<file path="config.mk">
export PLATFORM = sky130hd
export DESIGN_NAME = uart_alu_ctrl
export DESIGN_NICKNAME = d
export VERILOG_FILES = /design/src/rtl/uart_alu_pkg.sv /design/src/rtl/uart_alu_timeout.sv /design/src/rtl/uart_alu_ctrl.sv
export SDC_FILE = /design/constraint.sdc
export NUM_CORES = 1
export LEC_CHECK = 0
export ABC_AREA = 1
export BUFFER_PORTS_ARGS = -buffer_cell sky130_fd_sc_hd__buf_2
export CORE_AREA = 4 4 60 62
export DETAILED_ROUTE_END_ITERATION = 12
export DIE_AREA = 0 0 64 66
export PLACE_DENSITY = 0.78
export SYNTH_ARGS = -nofsm -noshare
export SYNTH_HDL_FRONTEND = slang
export SYNTH_HIERARCHICAL = 1
export SYNTH_SLANG_ARGS = --single-unit
</file>
<file path="constraint.sdc">
create_clock -name clk -period 2.2 [get_ports clk]
set_clock_uncertainty 0.15 [all_clocks]
set_input_delay 0.22 -clock clk [delete_from_list [all_inputs] [get_ports clk]]
set_output_delay 0.22 -clock clk [all_outputs]
set_load 0.02 [all_outputs]
</file>
<file path="src/rtl/uart_alu_pkg.sv">
// Purpose : shared definitions for the UART command sequencer and the ALU it drives.
// Latency : n/a (types and constants only).
// Backpressure: n/a.
// Contents: 3-bit sequencer state encoding (WAIT_A..WAIT_TX) and the ALU opcode set.
package uart_alu_pkg;

  localparam int NB_STATE = 3;

  localparam logic [NB_STATE-1:0] ST_WAIT_A  = 3'd0;
  localparam logic [NB_STATE-1:0] ST_WAIT_B  = 3'd1;
  localparam logic [NB_STATE-1:0] ST_WAIT_OP = 3'd2;
  localparam logic [NB_STATE-1:0] ST_EXEC    = 3'd3;
  localparam logic [NB_STATE-1:0] ST_SEND    = 3'd4;
  localparam logic [NB_STATE-1:0] ST_WAIT_TX = 3'd5;

  typedef enum logic [NB_STATE-1:0] {
    WAIT_A  = ST_WAIT_A,
    WAIT_B  = ST_WAIT_B,
    WAIT_OP = ST_WAIT_OP,
    EXEC    = ST_EXEC,
    SEND    = ST_SEND,
    WAIT_TX = ST_WAIT_TX
  } state_t;

  // Opcodes understood by the ALU (MIPS-style funct encoding).
  localparam logic [5:0] OP_ADD = 6'h20;
  localparam logic [5:0] OP_SUB = 6'h22;
  localparam logic [5:0] OP_AND = 6'h24;
  localparam logic [5:0] OP_OR  = 6'h25;
  localparam logic [5:0] OP_XOR = 6'h26;
  localparam logic [5:0] OP_SRA = 6'h03;
  localparam logic [5:0] OP_SRL = 6'h02;
  localparam logic [5:0] OP_NOR = 6'h27;

endpackage

</file>
<file path="src/rtl/uart_alu_timeout.sv">
// Purpose : inter-byte timeout counter for the UART command sequencer.
// Latency : o_expire is combinational from the count; it asserts on the TIMEOUT_CYCLES-th
//           consecutive enabled cycle after a clear.
// Backpressure: none; the counter saturates at its terminal value until cleared.
// Ports   : clk, i_rst_n (async active-low), i_clear (reset count), i_en (count this cycle),
//           o_expire (terminal count reached while enabled).
module uart_alu_timeout #(
  parameter int TIMEOUT_CYCLES = 50_000_000
) (
  input  logic clk,
  input  logic i_rst_n,
  input  logic i_clear,
  input  logic i_en,
  output logic o_expire
);

  localparam int NB_CNT = (TIMEOUT_CYCLES > 1) ? $clog2(TIMEOUT_CYCLES) : 1;
  localparam logic [NB_CNT-1:0] CNT_LAST = NB_CNT'(TIMEOUT_CYCLES - 1);

  logic [NB_CNT-1:0] r_cnt;

  always_ff @(posedge clk or negedge i_rst_n) begin
    if (!i_rst_n) begin
      r_cnt <= '0;
    end else if (i_clear) begin
      r_cnt <= '0;
    end else if (i_en && (r_cnt != CNT_LAST)) begin
      r_cnt <= r_cnt + NB_CNT'(1);
    end
  end

  assign o_expire = i_en && (r_cnt == CNT_LAST);

endmodule

</file>
<file path="src/rtl/uart_alu_ctrl.sv">
// Purpose : sequencer collecting operand A, operand B and opcode bytes from uart_rx, strobing
//           them into the ALU and handing the result byte to uart_tx.
// Latency : third byte at cycle N -> o_valid at N+1 -> o_tx_start (with o_tx_data) at N+2.
// Backpressure: none upstream; bytes arriving while a result is in flight are dropped, and
//           the next command is accepted once i_tx_done is seen.
// Ports   : clk, i_rst_n (async active-low), i_rx_data/i_rx_done (received byte),
//           i_tx_done (frame sent), i_result (ALU output), o_dato_a/o_dato_b/o_operation/
//           o_valid (ALU request), o_tx_data/o_tx_start (transmit request).
// Option  : define UART_ALU_CTRL_TIMEOUT_EN to abort a partial command after TIMEOUT_CYCLES
//           idle cycles in WAIT_B/WAIT_OP.
module uart_alu_ctrl
  import uart_alu_pkg::*;
#(
  parameter int NB_DATA        = 8,
  parameter int NB_OP          = 6,
  parameter int TIMEOUT_CYCLES = 50_000_000
) (
  input  logic               clk,
  input  logic               i_rst_n,
  input  logic [NB_DATA-1:0] i_rx_data,
  input  logic               i_rx_done,
  input  logic               i_tx_done,
  input  logic [NB_DATA-1:0] i_result,
  output logic [NB_DATA-1:0] o_dato_a,
  output logic [NB_DATA-1:0] o_dato_b,
  output logic [NB_OP-1:0]   o_operation,
  output logic               o_valid,
  output logic [NB_DATA-1:0] o_tx_data,
  output logic               o_tx_start
);

  if (TIMEOUT_CYCLES < 2) begin : g_tmo_range_check
    $error("uart_alu_ctrl: TIMEOUT_CYCLES must be at least 2");
  end

  state_t             r_state;
  logic [NB_DATA-1:0] r_dato_a;
  logic [NB_DATA-1:0] r_dato_b;
  logic [NB_OP-1:0]   r_operation;
  logic               r_valid;
  logic [NB_DATA-1:0] r_tx_data;
  logic               r_tx_start;
  logic               w_expire;

`ifdef UART_ALU_CTRL_TIMEOUT_EN
  logic w_tmo_en;
  logic w_tmo_clear;

  // Count only idle cycles of a partially received command; anything else restarts it.
  assign w_tmo_en    = ((r_state == WAIT_B) || (r_state == WAIT_OP)) && !i_rx_done;
  assign w_tmo_clear = !w_tmo_en;

  uart_alu_timeout #(
    .TIMEOUT_CYCLES(TIMEOUT_CYCLES)
  ) u_timeout (
    .clk     (clk),
    .i_rst_n (i_rst_n),
    .i_clear (w_tmo_clear),
    .i_en    (w_tmo_en),
    .o_expire(w_expire)
  );
`else
  assign w_expire = 1'b0;
`endif

  always_ff @(posedge clk or negedge i_rst_n) begin
    if (!i_rst_n) begin
      r_state     <= WAIT_A;
      r_dato_a    <= '0;
      r_dato_b    <= '0;
      r_operation <= '0;
      r_valid     <= 1'b0;
      r_tx_data   <= '0;
      r_tx_start  <= 1'b0;
    end else begin
      // Strobes are single-cycle; they are set only on the transition that needs them.
      r_valid    <= 1'b0;
      r_tx_start <= 1'b0;
      case (r_state)
        WAIT_A: begin
          if (i_rx_done) begin
            r_dato_a <= i_rx_data;
            r_state  <= WAIT_B;
          end
        end
        WAIT_B: begin
          if (i_rx_done) begin
            r_dato_b <= i_rx_data;
            r_state  <= WAIT_OP;
          end else if (w_expire) begin
            r_state <= WAIT_A;
          end
        end
        WAIT_OP: begin
          if (i_rx_done) begin
            r_operation <= i_rx_data[NB_OP-1:0];
            r_valid     <= 1'b1;
            r_state     <= EXEC;
          end else if (w_expire) begin
            r_state <= WAIT_A;
          end
        end
        EXEC: begin
          r_tx_data  <= i_result;
          r_tx_start <= 1'b1;
          r_state    <= SEND;
        end
        SEND: begin
          r_state <= WAIT_TX;
        end
        WAIT_TX: begin
          // A byte landing on the same cycle as tx completion starts the next command.
          if (i_tx_done) begin
            if (i_rx_done) begin
              r_dato_a <= i_rx_data;
              r_state  <= WAIT_B;
            end else begin
              r_state <= WAIT_A;
            end
          end
        end
        default: r_state <= WAIT_A;
      endcase
    end
  end

  assign o_dato_a    = r_dato_a;
  assign o_dato_b    = r_dato_b;
  assign o_operation = r_operation;
  assign o_valid     = r_valid;
  assign o_tx_data   = r_tx_data;
  assign o_tx_start  = r_tx_start;

endmodule
</file>
==> summary.md <==
| Metric | Value |
|---|---|
| Slowest stage delay, CP | 570 ps |
| Mapped Area | 1510 µm² |
| Critical path class | flop to flop |
| Slew @ Worst Pin | between 700 and 800 ps |
| Sink Count | 35 |
| Final hold violation count | 0 |
| Worst hold slack | 13.4 ps |
| Final Cycle Share | 0.754 |
| Final Max Slew Viols | 0 |
| Max-Cap Viols | 0 |
| Die height | 66 µm |
| Post-Syn Instances | 158 |
| Clk pin slew, worst setup/hold paths | 110 ps |
| Cell Count, Final, Fillers Out | 272 |
| RSZ-0062 raised after global routing | no |
| Most frequent cell after synthesis | nand2_1 |
| Die ar. | approximately 4200 µm² |
| Vias in the first global route | 1260 |
| Min-Delay Endpoint | o_dato_a[3]$_DFFE_PN0P_ |
| Pwr Total | 2.94 mW |
| Crit-path max FO | 13 |
| H-tree level count | 2 |
| Site Rows | 20 |
| Mean routed wirelength per cell | roughly 12 µm |
| Fraction of layout cells with a size suffix above 1 | 0.346 |
| Worst reg-to-reg setup slack | 540 ps |
| Netlist cell types | 18 |
| Worst hold path type | input port to flop |
| Initial Util | 0.498 |
| Hold-critical path depth | 3 |
| Setup Total Neg Slack | 0 ps |
| Syn-to-layout area delta | 33.4% |
| Antenna-violating nets left | 0 |
| Critical Path End Type | flop |
| Global-route wire length before repair | 5760 µm |
| Vias | 1252 |
| PwrDens | 1460 nW/µm² |
| P_leak | roughly 1.1 nW |
| Worst vdd ir | between 900 and 1000 µV |
| Core area | 3030 µm² |
| Synth top area share | 0.581 |
| Crit-path most repeated cell | nand2_1 |
| DRT Wirelength | 3280 µm |
| Worst Hold Launch | i_rx_data[3] |
| Largest area contributor in the netlist | dfrtp_1 |
| Post-synth ARST share | 1.00 |
| Placed wire-length estimate | approximately 2300 µm |
| Most common library cells after synthesis | nand2_1 (65), dfrtp_1 (35), inv_1 (13), o21ai_2 (11), nand4_1 (9) |
| GRT Total Usage | 0.179 |
| Critical path arrival | 1730 ps |
| Cells along the critical path | inv_1 -> nor3_2 -> nand2_1 -> nand2_1 -> o21ai_2 |
| Syn_nets | 178 |
| TritonCTS clock tree | built |
| Ant. Diodes | 0 |
| Worst setup SP type | flop |
| Status | completed |
| Root Driver | clkbuf_4 |
| Synth area leaders | dfrtp_1 (58%), nand2_1 (16%), o21ai_2 (6.4%) |
| Setup Fix Bufs, Post-CTS | 0 |
| DR iter-0 viols | between 60 and 70 |
| Total CTS buffers | 5 |
| Final setup violation count | 0 |
| DRC viols | 0 |
| Clock buffer depth | 2 |
| R2r startpoint | r_state[1]$_DFFE_PN0P_ |
| Placed Cells | 248 |
| #FFs+latches synth | 35 |
| Minimum clock period | 1660 ps |
| Worst endpoint required time | 2270 ps |
| Yosys Warn Count | 6 |
| Largest net degree at the start of global routing | 36 |
| Maximum clock rate | 0.603 GHz |
| Sequential element share of the synthesized area | 0.581 |
| Crit path max-delay cell type | dfrtp_1 |
| Synth Flop Type | dfrtp_1 |
| Worst-case reg-to-reg path depth | 5 |
| DIE WIDTH | 64 µm |
| Worst Setup SP | r_state[1]$_DFFE_PN0P_ |
| Slew margin rel. | 0.517 |
| Reg2reg end | o_operation[5]$_DFFE_PN0P_ |
| Syn avg cell area | 9.53 µm² |
| Final #Nets | about 250 |
| Global route total overflow | 0 |
| Drt pass-1 iters | 4 |
| Clock Latency Late Sink | approximately 330 ps |
| Num ports | 52 |
| Routability Congestion | 0.777 |
| Initial antenna violation count | 0 |
| Port bufs | approximately 50 |
| EDFF count, synth | 0 |
| Via/cell ratio | approximately 4.6 |
worst max-delay path by stage:
| stage | cells after the start | end |
|---|---|---|
| floorplan | 6 | o_operation[2]$_DFFE_PN0P_ |
| global placement | 5 | o_operation[5]$_DFFE_PN0P_ |
| detailed placement | 5 | o_operation[2]$_DFFE_PN0P_ |
| CTS | 5 | o_operation[0]$_DFFE_PN0P_ |
| global route | 6 | o_dato_a[1]$_DFFE_PN0P_ |
| finish | 5 | o_operation[5]$_DFFE_PN0P_ |
metal layers:
metal	up-vias	global-route usage	wire length (µm)
li1	641	-	-
met1	568	0.225	1420
met2	39	0.289	1560
met3	4	0.0663	264
met4	0	0.0485	29
met5	-	0	0
layout by cell type (no fill, tap or decap), drive strengths merged, types with 2 or more instances in the layout:
master       Yosys  layout
buf              5      51
clkbuf           0       5
clkinv           0       2
dfrtp           35      35
dlygate4sd3      0      16
inv             16      16
nand2           66      66
nand3            4       4
nand4            9       9
nor2             4       4
o21ai           17      17
report_power, final:
group	internal, mW	switching, mW	leakage (nW)	total, mW
sequential	0.943	0.217	0.438	1.16
combinational	0.455	0.868	0.641	1.32
clock	0.239	0.217	0.0452	0.456
total	1.64	1.30	1.12	2.94
stage by stage:
step,util,worst slack [ps],instance area [µm²]
floorplan,-,880,1510
global placement,0.584,552,1770
detailed placement,0.584,536,1770
CTS,0.664,530,2010
global route,0.664,372,2010
finish,0.664,540,2010
cells by family (layout without fill, tap and decap cells):
group | count (synthesis) | in the layout | synth area share
DFF | 35 | 35 | 0.581
and+or+nand+nor | 84 | 84 | 0.259
buffers and inverters | 21 | 91 | 0.0723
AOI/OAI and AO/OA | 18 | 18 | 0.0872
what timing repair did:
action                    CTS  global route
resized for setup           0             0
hold endpoints to repair   52             0
hold buffers               16             0
final cells by class:
cell class,count,area [µm²]
clock buffer,5,37.5
clock inverter,3,43.8
fill,244,1020
inverter,16,60.1
multi-input combinational,102,522
sequential,35,876
tap,44,55.1
timing repair buffer,67,415
critical path: cells and delay by family (launching register included):
family | cells | cell delay (ps)
AOI/OAI and AO/OA | 1 | 60
and+or+nand+nor | 3 | 640
buffers and inverters | 1 | 110
DFF | 1 | 570
registers in the layout, summed over array words and instances (netlist names):
signal / count
o_valid: 1
r_state: 3
o_dato_b: 8
o_dato_a: 8
o_tx_data: 8
o_tx_start: 1
o_operation: 6
(Power assumes the default switching activity.)
